--- src/rtl/conv33_pkg.sv ---
// Shared definitions for the 3x3 convolution sequencer: FSM encoding, kernel size
// and the tap-index helper used for both weight and window packing.
package conv33_pkg;

  localparam int KSIZE = 3;
  localparam int KTAPS = 9;

  localparam logic [2:0] ST_IDLE   = 3'd0;
  localparam logic [2:0] ST_LOAD_W = 3'd1;
  localparam logic [2:0] ST_FETCH  = 3'd2;
  localparam logic [2:0] ST_CALC   = 3'd3;
  localparam logic [2:0] ST_WAIT   = 3'd4;
  localparam logic [2:0] ST_WRITE  = 3'd5;
  localparam logic [2:0] ST_FIN    = 3'd6;

  typedef enum logic [2:0] {
    IDLE   = ST_IDLE,
    LOAD_W = ST_LOAD_W,
    FETCH  = ST_FETCH,
    CALC   = ST_CALC,
    WAIT   = ST_WAIT,
    WRITE  = ST_WRITE,
    FIN    = ST_FIN
  } state_e;

  // Tap k = ky*3 + kx, matching the datapath's data_ky_kx / weight_k ordering.
  function automatic logic [3:0] tap_idx(input logic [1:0] ky, input logic [1:0] kx);
    return ({2'b00, ky} * 4'd3) + {2'b00, kx};
  endfunction

endpackage

--- src/rtl/conv33_addr_gen.sv ---
// Pixel (r,c) and kernel tap (ky,kx) counters for the conv33 sequencer, producing
// feature-map read and output write addresses plus end-of-window/end-of-map flags.
module conv33_addr_gen
  import conv33_pkg::*;
#(
  parameter int ADDR_WIDTH = 16,
  parameter int IMG_W      = 28,
  parameter int IMG_H      = 28
) (
  input  logic                  clk,
  input  logic                  rst_n,
  input  logic                  clr,
  input  logic                  tap_run,
  input  logic                  pix_adv,
  output logic                  rd_fire,
  output logic                  last_tap,
  output logic [1:0]            ky,
  output logic [1:0]            kx,
  output logic [ADDR_WIDTH-1:0] fm_addr,
  output logic [ADDR_WIDTH-1:0] out_addr,
  output logic                  last_pixel
);

  localparam logic [ADDR_WIDTH-1:0] IMG_W_A = ADDR_WIDTH'(IMG_W);
  localparam logic [ADDR_WIDTH-1:0] OUT_W_A = ADDR_WIDTH'(IMG_W - 2);
  localparam logic [ADDR_WIDTH-1:0] C_LAST  = ADDR_WIDTH'(IMG_W - 3);
  localparam logic [ADDR_WIDTH-1:0] R_LAST  = ADDR_WIDTH'(IMG_H - 3);
  localparam logic [ADDR_WIDTH-1:0] ONE_A   = ADDR_WIDTH'(1);

  logic [ADDR_WIDTH-1:0] r_q, r_d, c_q, c_d;
  logic [1:0]            ky_q, ky_d, kx_q, kx_d;
  logic                  rd_done_q, rd_done_d;

  // Tap walk is ky-major; rd_done marks the extra capture-only cycle after tap 8.
  always_comb begin
    r_d       = r_q;
    c_d       = c_q;
    ky_d      = ky_q;
    kx_d      = kx_q;
    rd_done_d = rd_done_q;
    if (clr) begin
      r_d       = {ADDR_WIDTH{1'b0}};
      c_d       = {ADDR_WIDTH{1'b0}};
      ky_d      = 2'd0;
      kx_d      = 2'd0;
      rd_done_d = 1'b0;
    end else begin
      if (tap_run && rd_done_q) begin
        rd_done_d = 1'b0;
      end else if (tap_run && (kx_q == 2'd2)) begin
        kx_d = 2'd0;
        if (ky_q == 2'd2) begin
          ky_d      = 2'd0;
          rd_done_d = 1'b1;
        end else begin
          ky_d = ky_q + 2'd1;
        end
      end else if (tap_run) begin
        kx_d = kx_q + 2'd1;
      end else begin
        kx_d = kx_q;
      end
      if (pix_adv && (c_q == C_LAST)) begin
        c_d = {ADDR_WIDTH{1'b0}};
        r_d = r_q + ONE_A;
      end else if (pix_adv) begin
        c_d = c_q + ONE_A;
      end else begin
        c_d = c_q;
      end
    end
  end

  // Counter registers.
  always_ff @(posedge clk or negedge rst_n) begin
    if (!rst_n) begin
      r_q       <= {ADDR_WIDTH{1'b0}};
      c_q       <= {ADDR_WIDTH{1'b0}};
      ky_q      <= 2'd0;
      kx_q      <= 2'd0;
      rd_done_q <= 1'b0;
    end else begin
      r_q       <= r_d;
      c_q       <= c_d;
      ky_q      <= ky_d;
      kx_q      <= kx_d;
      rd_done_q <= rd_done_d;
    end
  end

  assign rd_fire    = tap_run & ~rd_done_q;
  assign last_tap   = rd_done_q;
  assign ky         = ky_q;
  assign kx         = kx_q;
  assign fm_addr    = ((r_q + ADDR_WIDTH'(ky_q)) * IMG_W_A) + c_q + ADDR_WIDTH'(kx_q);
  assign out_addr   = (r_q * OUT_W_A) + c_q;
  assign last_pixel = (r_q == R_LAST) && (c_q == C_LAST);

endmodule

--- src/rtl/conv33_ctrl.sv ---
// Sequencer for one conv33_calc: loads 9 weights, then per valid-padding output pixel
// fetches the 3x3 window, pulses conv33_en, and writes the result with a ready handshake.
module conv33_ctrl
  import conv33_pkg::*;
#(
  parameter int DATA_WIDTH = 8,
  parameter int ADDR_WIDTH = 16,
  parameter int IMG_W      = 28,
  parameter int IMG_H      = 28
) (
  input  logic                    clk,
  input  logic                    rst_n,
  input  logic                    start,
  input  logic [ADDR_WIDTH-1:0]   wt_base,
  output logic                    busy,
  output logic                    done,
  output logic                    wt_rd_en,
  output logic [ADDR_WIDTH-1:0]   wt_rd_addr,
  input  logic [DATA_WIDTH-1:0]   wt_rd_data,
  output logic                    fm_rd_en,
  output logic [ADDR_WIDTH-1:0]   fm_rd_addr,
  input  logic [DATA_WIDTH-1:0]   fm_rd_data,
  output logic [9*DATA_WIDTH-1:0] win_flat,
  output logic [9*DATA_WIDTH-1:0] weight_flat,
  output logic                    conv33_en,
  input  logic                    calc_valid,
  input  logic [DATA_WIDTH-1:0]   calc_result,
  output logic                    out_wr_en,
  output logic [ADDR_WIDTH-1:0]   out_wr_addr,
  output logic [DATA_WIDTH-1:0]   out_wr_data,
  input  logic                    out_wr_ready
);

  state_e                     state_q, state_d;
  logic [ADDR_WIDTH-1:0]      wt_base_q, wt_base_d;
  logic [9*DATA_WIDTH-1:0]    win_q, win_d, weight_q, weight_d;
  logic [DATA_WIDTH-1:0]      out_data_q, out_data_d;
  logic                       cap_vld_q, cap_vld_d;
  logic [3:0]                 cap_idx_q, cap_idx_d;

  logic                       clr_s, tap_run_s, pix_adv_s, rd_fire_s, last_tap_s, last_pixel_s;
  logic [1:0]                 ky_s, kx_s;
  logic [ADDR_WIDTH-1:0]      fm_addr_s, out_addr_s;

  conv33_addr_gen #(
    .ADDR_WIDTH (ADDR_WIDTH),
    .IMG_W      (IMG_W),
    .IMG_H      (IMG_H)
  ) u_addr_gen (
    .clk        (clk),
    .rst_n      (rst_n),
    .clr        (clr_s),
    .tap_run    (tap_run_s),
    .pix_adv    (pix_adv_s),
    .rd_fire    (rd_fire_s),
    .last_tap   (last_tap_s),
    .ky         (ky_s),
    .kx         (kx_s),
    .fm_addr    (fm_addr_s),
    .out_addr   (out_addr_s),
    .last_pixel (last_pixel_s)
  );

  // Next state and capture; read data lands one cycle after its strobe, so the
  // tap index of each issued read is remembered in cap_idx_q for that capture.
  always_comb begin
    state_d    = state_q;
    wt_base_d  = wt_base_q;
    win_d      = win_q;
    weight_d   = weight_q;
    out_data_d = out_data_q;
    clr_s      = 1'b0;
    pix_adv_s  = 1'b0;
    tap_run_s  = (state_q == LOAD_W) || (state_q == FETCH);
    cap_vld_d  = rd_fire_s;
    cap_idx_d  = tap_idx(ky_s, kx_s);
    case (state_q)
      IDLE: begin
        if (start) begin
          state_d   = LOAD_W;
          clr_s     = 1'b1;
          wt_base_d = wt_base;
        end else begin
          state_d = IDLE;
        end
      end
      LOAD_W: begin
        if (cap_vld_q) begin
          weight_d[int'(cap_idx_q)*DATA_WIDTH +: DATA_WIDTH] = wt_rd_data;
        end else begin
          weight_d = weight_q;
        end
        state_d = last_tap_s ? FETCH : LOAD_W;
      end
      FETCH: begin
        if (cap_vld_q) begin
          win_d[int'(cap_idx_q)*DATA_WIDTH +: DATA_WIDTH] = fm_rd_data;
        end else begin
          win_d = win_q;
        end
        state_d = last_tap_s ? CALC : FETCH;
      end
      CALC: state_d = WAIT;
      WAIT: begin
        if (calc_valid) begin
          out_data_d = calc_result;
          state_d    = WRITE;
        end else begin
          state_d = WAIT;
        end
      end
      WRITE: begin
        if (out_wr_ready) begin
          pix_adv_s = 1'b1;
          state_d   = last_pixel_s ? FIN : FETCH;
        end else begin
          state_d = WRITE;
        end
      end
      FIN:     state_d = IDLE;
      default: state_d = IDLE;
    endcase
  end

  // State and datapath-facing registers.
  always_ff @(posedge clk or negedge rst_n) begin
    if (!rst_n) begin
      state_q    <= IDLE;
      wt_base_q  <= {ADDR_WIDTH{1'b0}};
      win_q      <= {(9*DATA_WIDTH){1'b0}};
      weight_q   <= {(9*DATA_WIDTH){1'b0}};
      out_data_q <= {DATA_WIDTH{1'b0}};
      cap_vld_q  <= 1'b0;
      cap_idx_q  <= 4'd0;
    end else begin
      state_q    <= state_d;
      wt_base_q  <= wt_base_d;
      win_q      <= win_d;
      weight_q   <= weight_d;
      out_data_q <= out_data_d;
      cap_vld_q  <= cap_vld_d;
      cap_idx_q  <= cap_idx_d;
    end
  end

  // Outputs decode registered state only; addresses read as zero when their strobe is low.
  assign busy        = (state_q != IDLE) && (state_q != FIN);
  assign done        = (state_q == FIN);
  assign wt_rd_en    = (state_q == LOAD_W) && rd_fire_s;
  assign wt_rd_addr  = wt_rd_en ? (wt_base_q + ADDR_WIDTH'(tap_idx(ky_s, kx_s))) : {ADDR_WIDTH{1'b0}};
  assign fm_rd_en    = (state_q == FETCH) && rd_fire_s;
  assign fm_rd_addr  = fm_rd_en ? fm_addr_s : {ADDR_WIDTH{1'b0}};
  assign win_flat    = win_q;
  assign weight_flat = weight_q;
  assign conv33_en   = (state_q == CALC);
  assign out_wr_en   = (state_q == WRITE);
  assign out_wr_addr = out_wr_en ? out_addr_s : {ADDR_WIDTH{1'b0}};
  assign out_wr_data = out_data_q;

endmodule

--- config.mk ---
export PLATFORM = sky130hd
export DESIGN_NAME = conv33_ctrl
export DESIGN_NICKNAME = d
export VERILOG_FILES = /design/src/rtl/conv33_pkg.sv /design/src/rtl/conv33_addr_gen.sv /design/src/rtl/conv33_ctrl.sv
export SDC_FILE = /design/constraint.sdc
export NUM_CORES = 1
export LEC_CHECK = 0
export ABC_AREA = 1
export BUFFER_PORTS_ARGS = -buffer_cell sky130_fd_sc_hd__buf_4
export CORE_ASPECT_RATIO = 0.9
export CORE_MARGIN = 4
export CORE_UTILIZATION = 56
export DETAILED_ROUTE_END_ITERATION = 12
export HOLD_SLACK_MARGIN = 0.12
export PLACE_DENSITY = 0.8
export RECOVER_POWER = 100
export SETUP_SLACK_MARGIN = 0.1
export SLEW_MARGIN = 20
export SYNTH_ARGS = -nofsm -noshare
export SYNTH_HDL_FRONTEND = slang
export SYNTH_SLANG_ARGS = --single-unit
--- constraint.sdc ---
create_clock -name clk -period 11.4 [get_ports clk]
set_clock_uncertainty 0.1 [all_clocks]
set_input_delay 1.14 -clock clk [delete_from_list [all_inputs] [get_ports clk]]
set_output_delay 1.14 -clock clk [all_outputs]
set_load 0.02 [all_outputs]
==> results.ini, run 1 <==
[cts]
clk_path_buf_depth=3
h-tree-depth=1
cts_setup_buffers=0
holdBufCountCts=0
cts_sinks=213
cts_resized=0
insertion_delay_ns=0.52
clockRootBuffer=clkbuf_16
clk_pin_slew_ns=0.06
numCtsBuffers=24
tritoncts=built

[placed_design]
place_hpwl_mm=32.20
port_buffers=250
routabilityCongestion=0.9565

[global_route]
antenna_found_initial=0
grt_pass1_wl_mm=67.10
grt.total_usage=0.3023
grt_pass1_vias=12328
overflow=0
grt_max_degree=80

[sta]
fin_crit_ns=7.063
drv_slew=297
rsz0062_at_grt=false
setup_viol=0
max_freq_mhz=141.6
fin_crit_sh=0.6196
slew_headroom=-1.869
worst_pin_slew_ns=4.287
hold_violations=0
fin_tns_setup_ns=0

[route]
dr.max_layer_used=met4
drtAntennaViolNets=0
wl_mm=42.32
dr.pass1.iters=5
wire_per_inst_microns=19.20
wirelength_met1_mm=19.36
drcViolationCount=0
wl_met2_mm=18.10
routed_via_density=5.855
wl_met3_mm=3.594
drtIter0Drc=1268
via_count=12904

[critical_path]
crit_required_ns=11.50
path_class=primary input to async pin
reg2reg_depth=6
slowest_stage=clkbuf_1
start_kind=primary input
critPathMaxStageDelay_ns=2.71
end_kind=async pin
crit_path_frequent_cell=clkbuf_1
critPathMaxFanout=72
arrival_ns=7.16
crit_chain=clkbuf_1 -> clkbuf_1 -> clkbuf_1
critPathBufInv=3
r2r_end=weight_flat[42]$_DFFE_PN0P_
cp_top_family=buffers and inverters
r2r_slack_ns=4.85
reg2reg_from=cap_idx_q[0]$_DFF_PN0_

[logic_synthesis]
ys_warn_count=0
post_synth_xor_area_fraction=0.03367
synth_ff_type=dfrtp_1
netlist_area_sq_um=13820
synth_top_family_by_area=simple AND/OR/NAND/NOR gates
synth_area_leaders=dfrtp_1 (39%), nand2_1 (9.5%), ha_1 (8.6%)
yosys.area.top_type=dfrtp_1
synth_compound_area_frac=0.1373
synth_fa_ha_area_frac=0.1164
synth-edff-count=0
async_reset_ff_frac=1.000
synth.distinct_cells=50
yosys.area_share.simple=0.2248
synthCells=1643
ys_seq_area_frac=0.3856
syn_area_per_cell_sq_um=8.413
syn_nets=1804
ys_ff_latch=213
yosysTopAreaCellShare=0.3856
synthMuxAreaShare=0.03422

[run]
drv_cap=6

[finish]
layout_common_cells=nand2_1 (355), dfrtp_1 (213), clkbuf_1 (212), inv_1 (183), o21ai_0 (140)
areaGrowthSynthToFinish_pct=12.96
diodes=0
nets=2042
final_common_cell=nand2_1
final_core_util=0.6437
final.fill_count=2271
drive_above_1_share=0.07911

[min_path]
hp-start=win_flat[49]$_DFFE_PN0P_
hold_class=register to register
holdPathEnd=win_flat[49]$_DFFE_PN0P_
worstHoldPathCells=2

[floorplan]
die_x_microns=173.6
io_pins=251
dieArea_sq_um=27260
rows=54
start_util=0.5698
core-area_sq_um=24260
fp.dieH_microns=157.0

[pwr]
power_density_nw_per_um2=219.4
worst_ir_drop_vdd_uv=164.7
power_leakage_nw=7.379
power_w=0.003425

[run_status]
violations=capacitance limit, slew limit
status=finished with violations

worst register-to-register path, cell delays in order (launching register included):
cell and delay, ns:
dfrtp_1 0.39, inv_1 0.12, ha_1 0.24, xnor2_1 0.33
nor2_1 3.20, nand3_1 1.34, o41ai_1 0.67
registers in the layout, indices dropped and copies added, names as in the netlist:
register / flops
cap_idx_q: 4
cap_vld_q: 1
out_wr_data: 8
state_q: 3
u_addr_gen.c_q: 16
u_addr_gen.kx: 2
u_addr_gen.ky: 2
u_addr_gen.last_tap: 1
u_addr_gen.r_q: 16
weight_flat: 72
win_flat: 72
wt_base_q: 16
power by group:
| group | leakage (nW) | switching, W | total, W | internal (W) |
|---|---|---|---|---|
| logic | 4.66 | 0.00112 | 0.00150 | 0.000380 |
| clock network | 0.384 | 0.000325 | 0.000791 | 0.000466 |
| registers | 2.34 | 0.000161 | 0.00114 | 0.000976 |
| total | 7.38 | 0.00160 | 0.00343 | 0.00182 |
worst max-delay path by stage:
stage,start,end,slack (ns),cells after the start
2_1_floorplan,u_addr_gen.r_q[0]$_DFFE_PN0P_,fm_rd_addr[15],5.71,24
3_3_place_gp,u_addr_gen.r_q[0]$_DFFE_PN0P_,fm_rd_addr[15],5.27,26
3_5_place_dp,u_addr_gen.r_q[0]$_DFFE_PN0P_,fm_rd_addr[15],5.19,26
4_1_cts,u_addr_gen.r_q[0]$_DFFE_PN0P_,fm_rd_addr[15],4.62,26
5_1_grt,rst_n,out_wr_data[7]$_DFFE_PN0P_,2.94,3
6_report,rst_n,out_wr_data[2]$_DFFE_PN0P_,4.34,3
routing by layer:
metal / GRT usage / vias to the layer above
met4: 0.09574 / 0
li1: - / 6017
met2: 0.4592 / 544
met5: 0 / -
met1: 0.4389 / 6258
met3: 0.06364 / 85
cell type report:
cell class | count | area [sq um] | area share
tap | 308 | 385.4 | 0.02468
timing repair buffer | 255 | 1126 | 0.07212
sequential | 213 | 5330 | 0.3414
multi-input combinational | 1198 | 7258 | 0.4649
clock buffer | 34 | 729.5 | 0.04672
clock inverter | 7 | 73.82 | 0.004728
inverter | 189 | 710.7 | 0.04552
logic make-up after synthesis:
| logic type | after synthesis |
|---|---|
| DFF | 213 |
| muxes | 42 |
| and+or+nand+nor | 674 |
| buffers and inverters | 232 |
| xor gates and xnor gates | 51 |
| adders and majority gates | 116 |
| AOI/OAI and AO/OA | 315 |
synthesized netlist by cell type (7+ instances only):
cell        n
nand2_1   351
dfrtp_1   213
inv_1     179
nor2_1     99
ha_1       95
o21ai_0    92
a21oi_1    85
nand3_1    80
nor3_1     60
mux2_2     42
o21ai_2    32
o31ai_1    32
nand4_1    31
xor2_1     31
o21ai_1    28
fa_1       21
clkbuf_1   19
xnor2_1    19
buf_2      11
a21o_1     10
o41ai_1     9
nor4_1      8
inv_2       7
nand2_2     7
nand3_2     7
o21bai_1    7
through the flow:
stage               worst slack (ns)  std cells  hold slack [ns]  area, sq um
floorplan                      5.714       1643           0.3553        13820
global placement               5.267       2162           0.3631        15890
detailed placement             5.192       2162           0.3692        15890
CTS                            4.616       2203           0.3839        16700
global route                   2.942       2204           0.4040        15610
finish                         4.337       2204           0.3815        15610
(Power assumes the default switching activity.)
==> run 2, diff against run 1 <==
Settings changed: ABC_AREA 1 to 0, PLACE_DENSITY 0.8 to 0.81.
Clock period 11.4 ns to 6.87 ns, I/O delays scaled along.
==> run 2 against run 1 <==
Effect of this change:
- the run still ends with capacitance limit, slew limit left
- via count is 23% lower
- critical path depth rose by 19
- non-clock buffer count fell by 2
- combinational power is 17% higher
- hold slack got worse by 0.085 ns
- clock-buffer cell count is 3 lower
- area after synthesis down 8.4%
- global-route usage shrank 3.9 points
- die area down 8.0%
- cell count is 20% lower
- register-to-register slack worse by 1.2 ns
- critical endpoint is now fm_rd_addr[15]
- largest cell class unchanged
==> results.ini, run 2 <==
[sta]
slew_headroom=-2.043  ; -0.1748
rsz0062_at_grt=false
setup_viol=0  ; unchanged
fin_crit_sh=0.9393
drv_slew=217  ; -27%
fin_tns_setup_ns=0  ; unchanged
hold_violations=0  ; unchanged
max_freq_mhz=155.0
fin_crit_ns=6.453
worst_pin_slew_ns=4.565  ; +0.2780 ns

[global_route]
grt.busiest_layer=met2
grt.total_usage=0.2636  ; -0.03868
grt_pass1_vias=10253  ; -17%
antenna_found_initial=0  ; unchanged
overflow=0  ; unchanged
grtUsageMet3=0.06537  ; +0.001731
grt_use_met2=0.4441  ; -0.01511
grt_max_degree=87  ; +8.8%
grt_pass1_wl_mm=53.72  ; -20%
grtUsageMet1=0.3425  ; -0.09640

[cts]
cts_sinks=213  ; unchanged
cts_resized=0  ; unchanged
numCtsBuffers=21  ; -13%
clk_pin_slew_ns=0.06  ; about the same
h-tree-depth=1  ; unchanged
tritoncts=built
clk_path_buf_depth=3  ; unchanged
clockRootBuffer=clkbuf_16
cts_setup_buffers=0  ; unchanged
insertion_delay_ns=0.49  ; -0.03 ns
holdBufCountCts=0  ; unchanged

[critical_path]
crit_start=u_addr_gen.ky[0]$_DFFE_PN0P_
path_class=register to output pin
end_kind=output pin
crit_required_ns=6.08  ; -5.42 ns
reg2reg_depth=7  ; +1
reg2reg_from=u_addr_gen.c_q[14]$_DFFE_PN0P_
start_kind=register
arrival_ns=5.67  ; -1.49 ns
critPathMaxFanout=5  ; -93%

[floorplan]
io_pins=251  ; unchanged
rows=51  ; -5.6%
start_util=0.5770  ; +0.007162
fp.dieH_microns=150.7  ; -4.1%
die_x_microns=166.5  ; -4.1%
dieArea_sq_um=25090  ; -8.0%
core-area_sq_um=21950  ; -9.5%

[logic_synthesis]
synth.distinct_cells=65  ; +30%
yosysTopAreaCellShare=0.4208  ; +0.03520
synth_area_leaders=dfrtp_1 (42%), mux2_2 (12%), ha_1 (9.4%)
synth-edff-count=0  ; unchanged
synth_ff_type=dfrtp_1
syn_area_per_cell_sq_um=10.56  ; +26%
ys_seq_area_frac=0.4208  ; +0.03520
synth_common_cells=dfrtp_1 (213), mux2_2 (134), nand2_1 (109)
post-synth-top-count-cell=dfrtp_1
async_reset_ff_frac=1.000  ; unchanged
synthCells=1199  ; -27%
syn_nets=1360  ; -25%
ys_ff_latch=213  ; unchanged
netlist_area_sq_um=12670  ; -8.4%
ys_warn_count=0  ; unchanged
yosys.area.top_type=dfrtp_1

[pwr]
switching_power_w=0.001835  ; +14%
worst_ir_drop_vdd_uv=324.7  ; +97%
power_density_nw_per_um2=315.8  ; +44%
p_clk_frac=0.237  ; +0.006
combPwrFrac=0.376  ; -0.061
internal-power_w=0.002820  ; +55%
switching_share=0.3942  ; -0.07381
p_seq_frac=0.386  ; +0.054
power_leakage_nw=6.964  ; -5.6%

[min_path]
hp-start=wt_base[1]
worstHoldPathCells=3  ; +1
hold_class=primary input to register

[route]
wl_mm=33.00  ; -22%
drtAntennaViolNets=0  ; unchanged
dr.pass1.iters=6  ; +1
routed_via_density=5.635  ; -3.8%
wire_per_inst_microns=18.75  ; -2.4%
drtIter0Drc=827  ; -35%
via_count=9918  ; -23%
drcViolationCount=0  ; unchanged

[finish]
nets=1617  ; -21%
areaGrowthSynthToFinish_pct=16.38
layout_common_cells=dfrtp_1 (212), clkbuf_1 (203), mux2_2 (131), nand2_1 (109), nor2_1 (103)
diodes=0  ; unchanged
final_common_cell=dfrtp_1
drive_above_1_share=0.1559  ; +0.07677
finalInstanceArea_sq_um=14740  ; -5.6%

[run_status]
violations=capacitance limit, slew limit
status=finished with violations

[placed_design]
routabilityCongestion=0.9817  ; +2.6%
port_buffers=250  ; unchanged
place_hpwl_mm=25.16  ; -22%
dpl_cell_area_sq_um=14860  ; -6.5%

[run]
drv_cap=4  ; -2

-- run 2: cell types whose count changed in the layout (fill, tap and decap cells not counted), moves of 12 or more --
| cell | before | now |
|---|---|---|
| inv_1 | 183 | 77 |
| nor3_1 | 63 | 25 |
| nand3_1 | 92 | 20 |
| xnor2_1 | 20 | 56 |
| or3_1 | 0 | 12 |
| o21ai_0 | 140 | 40 |
| nand2_1 | 355 | 109 |
| mux2_2 | 41 | 131 |
| a21oi_1 | 85 | 44 |
| mux2_1 | 1 | 20 |
| nand4_1 | 31 | 10 |
| o31ai_1 | 32 | 9 |
-- run 2: power by group through the flow --
stage,Combinational (W),Clock [W],Sequential [W]
2_1_floorplan,0.000933,0,0.00205
3_3_place_gp,0.00199,0,0.00180
3_5_place_dp,0.00203,0,0.00182
4_1_cts,0.00205,0.00112,0.00181
5_1_grt,0.00192,0.00119,0.00184
6_report,0.00175,0.00110,0.00180
-- run 2: cell type report --
class                           instances  area (sq um)
Fill cell                            1857          7211
Multi-Input combinational cell        889          6943
Sequential cell                       213          5331
Timing Repair Buffer                  253          1159
Clock buffer                           31         593.1
Tap cell                              291         364.1
Inverter                               78         292.8
Clock inverter                          5         57.56
-- run 2: cells by family (layout without fill, tap and decap cells) --
group	after synthesis	count (layout)	share of synthesized area
mux	155	155	0.1374
flops	213	213	0.4208
simple gates	348	348	0.1349
xor+xnor	86	86	0.05947
buf+inv	97	367	0.02944
compound gates	184	184	0.09088
fa+ha+maj	116	116	0.1270
-- run 2: metal layers --
layer | part of all wire | vias to the layer above
met3 | 0.072 | 59
met5 | 0 | -
met2 | 0.47 | 329
li1 | - | 4698
met1 | 0.42 | 4832
met4 | 0.029 | 0
-- run 2: metrics by stage --
step	power [W]	cells	hold slack, ns	util	worst slack (ns)
5_1_grt	0.004943	1760	0.2982	0.6715	0.07179
3_3_place_gp	0.003792	1724	0.3695	0.6770	0.9675
3_5_place_dp	0.003850	1724	0.3765	0.6770	0.8161
6_report	0.004655	1760	0.2970	0.6715	0.4170
2_1_floorplan	0.002986	1199	0.2914	-	1.201
4_1_cts	0.004976	1760	0.1608	0.7067	0.2887
-- run 2: worst paths after layout --
path	slack [ns]	endpoint
hold reg to reg	0.38	weight_flat[4]$_DFFE_PN0P_
min in group asynchronous	1.73	weight_flat[50]$_DFFE_PN0P_
setup reg to reg	3.65	u_addr_gen.r_q[15]$_DFFE_PN0P_
setup / recovery	0.42	fm_rd_addr[15]
hold / removal	0.30	wt_base_q[1]$_DFFE_PN0P_
max in group asynchronous	1.29	out_wr_data[3]$_DFFE_PN0P_
-- run 2: worst max-delay path: stages, from the launching register on --
cell	delay [ns]
dfrtp_1	0.46
ha_1	0.26
fa_1	0.50
xor2_4	0.23
fa_1	0.54
ha_1	0.17
inv_1	0.05
fa_1	0.39
nor2b_1	0.14
o21ai_0	0.11
a21boi_1	0.22
o21ai_1	0.12
nand2_1	0.09
xor2_1	0.06
ha_1	0.33
o21a_1	0.16
a21oi_1	0.10
o211a_1	0.16
o41ai_1	0.33
o21ai_0	0.16
xor2_1	0.20
mux2i_1	0.20
buf_4	0.16
==> run 3, diff against run 2 <==
Settings changed: CTS_BUF_LIST set to sky130_fd_sc_hd__clkbuf_8.
==> run 3 against run 2 <==
Effect of this change:
- the flow still finishes with violations (capacitance limit, slew limit)
- hold slack lost 0.068 ns
- worst setup slack improved by 0.0035 ns
- core utilization rose by 0.18 points
- clock power down 14%
- sequential share of layout area is 0.10 points lower
- largest power group unchanged
==> results.ini, run 3 (synthesized netlist as in run 2, its figures left out) <==
[floorplan]
rows=51  ; unchanged
io_pins=251  ; unchanged
fp.dieH_microns=150.7  ; unchanged
start_util=0.5770  ; unchanged
die_x_microns=166.5  ; unchanged
core-area_sq_um=21950  ; unchanged
dieArea_sq_um=25090  ; unchanged

[critical_path]
path_class=register to output pin
arrival_ns=5.66  ; about the same
crit_required_ns=6.08  ; about the same
end_kind=output pin
start_kind=register
critPathMaxFanout=5  ; unchanged

[pwr]
power_leakage_nw=7.109  ; +2.1%
power_density_nw_per_um2=306.9  ; -2.8%
power_w=0.004536  ; -2.5%
worst_ir_drop_vdd_uv=320.5  ; -1.3%

[route]
drtAntennaViolNets=0  ; unchanged
drcViolationCount=0  ; unchanged
via_count=9916  ; -0.020%
drtIter0Drc=690  ; -17%
routed_via_density=5.568  ; -1.2%
wire_per_inst_microns=18.50  ; -1.3%
dr.pass1.iters=5  ; -1
wl_mm=32.95  ; -0.15%

[global_route]
grt.total_usage=0.2635  ; about the same
grt_pass1_wl_mm=53.89  ; +0.31%
grt_max_degree=87  ; unchanged
grt_pass1_vias=10342  ; +0.87%
overflow=0  ; unchanged
antenna_found_initial=0  ; unchanged

[cts]
numCtsBuffers=31  ; +48%
tritoncts=built
clk_pin_slew_ns=0.07  ; about the same
clockRootBuffer=clkbuf_8
cts_sinks=213  ; unchanged
clk_path_buf_depth=3  ; unchanged
insertion_delay_ns=0.56  ; +0.07 ns
h-tree-depth=1  ; unchanged

[sta]
worst_pin_slew_ns=4.526  ; -0.03907 ns
fin_crit_sh=0.9388  ; about the same
drv_slew=126  ; -42%
rsz0062_at_grt=false
setup_viol=0  ; unchanged
whs_ns=0.2292  ; -0.06772 ns
fin_tns_setup_ns=0  ; unchanged
slew_headroom=-2.017  ; +0.02605
fin_crit_ns=6.449  ; -0.003537 ns
hold_violations=0  ; unchanged
max_freq_mhz=155.1  ; about the same

[finish]
final_cells=1781  ; +1.2%
areaGrowthSynthToFinish_pct=16.68
final.fill_count=1852  ; -0.27%
diodes=0  ; unchanged
final_common_cell=dfrtp_1
drive_above_1_share=0.1805  ; +0.02465
final_core_util=0.6733  ; +0.001767
multi_input_area_sq_um=6943  ; unchanged
layout_common_cells=dfrtp_1 (213), clkbuf_1 (170), mux2_2 (133), nand2_1 (109), nor2_1 (103)
seq_area_sq_um=5330  ; about the same
nets=1628  ; +0.68%

[run]
drv_cap=3  ; -1

[placed_design]
place_hpwl_mm=25.16  ; unchanged
routabilityCongestion=0.9817  ; unchanged
dp.cells=1724  ; unchanged
port_buffers=250  ; unchanged

[run_status]
status=finished with violations
violations=capacitance limit, slew limit

[min_path]
hold_class=primary input to register

run 3: cell count changes in the layout (fill, tap and decap cells not counted), moves of 2 or more:
cell | previous run | this run
mux2_2 | 131 | 133
clkbuf_8 | 3 | 36
o21ai_1 | 12 | 16
clkbuf_1 | 203 | 170
clkinv_2 | 2 | 5
o21ai_0 | 40 | 36
mux2_1 | 20 | 18
clkbuf_16 | 21 | 0
buf_4 | 55 | 81
inv_1 | 77 | 91
run 3: what timing repair did:
item	CTS	global route
endpoints found under the hold margin	84	0
resized for setup	0	7
setup endpoints to repair	0	5
setup buffers	0	0
hold buffers	1	0
run 3: where the power goes:
part	total (W)	internal, W	switching (W)
sequential	0.00180	0.00157	0.000233
clock	0.000942	0.000475	0.000467
combinational	0.00179	0.000657	0.00114
total	0.00454	0.00270	0.00184
run 3: area by class of cell:
class                   instances  share of cell area
clock inverters                20            0.005757
well taps                     291             0.02464
flip-flops and latches        213              0.3606
repair buffers                254             0.08584
inverters                      78             0.01981
multi-input cells             889              0.4698
clock buffers                  36             0.03353
run 3: worst paths after layout:
kind | from | to | slack (ns) | cells after the start
setup / recovery | u_addr_gen.ky[0]$_DFFE_PN0P_ | fm_rd_addr[15] | 0.42 | 22
hold / removal | wt_base[1] | wt_base_q[1]$_DFFE_PN0P_ | 0.23 | 3
setup reg to reg | u_addr_gen.c_q[14]$_DFFE_PN0P_ | u_addr_gen.r_q[15]$_DFFE_PN0P_ | 3.68 | 7
hold reg to reg | weight_flat[4]$_DFFE_PN0P_ | weight_flat[4]$_DFFE_PN0P_ | 0.38 | 2
max in group asynchronous | rst_n | u_addr_gen.c_q[9]$_DFFE_PN0P_ | 1.36 | 3
min in group asynchronous | rst_n | weight_flat[50]$_DFFE_PN0P_ | 2.21 | 2
run 3: worst max-delay path, stage by stage, from the launching register on:
cell      delay (ns)
dfrtp_1         0.46
ha_1            0.26
fa_1            0.50
xor2_4          0.23
fa_1            0.54
ha_1            0.17
inv_1           0.05
fa_1            0.39
nor2b_1         0.13
o21ai_0         0.11
a21boi_1        0.21
o21ai_1         0.11
nand2_1         0.09
xor2_1          0.06
ha_1            0.33
o21a_1          0.16
a21oi_1         0.10
o211a_1         0.16
o41ai_1         0.33
o21ai_1         0.12
xor2_1          0.20
mux2i_1         0.20
buf_4           0.16
run 3: through the flow:
stage	setup WS, ns	cell area [sq um]
6_report	0.4205	14780
3_3_place_gp	0.9675	14860
3_5_place_dp	0.8161	14860
5_1_grt	0.03998	14780
4_1_cts	0.2290	15450
2_1_floorplan	1.201	12670
run 3: layer usage:
layer	track usage	wire length, microns
met2	0.4411	15570
met1	0.3435	13940
met3	0.06563	2479
met4	0.07853	966
met5	0	0
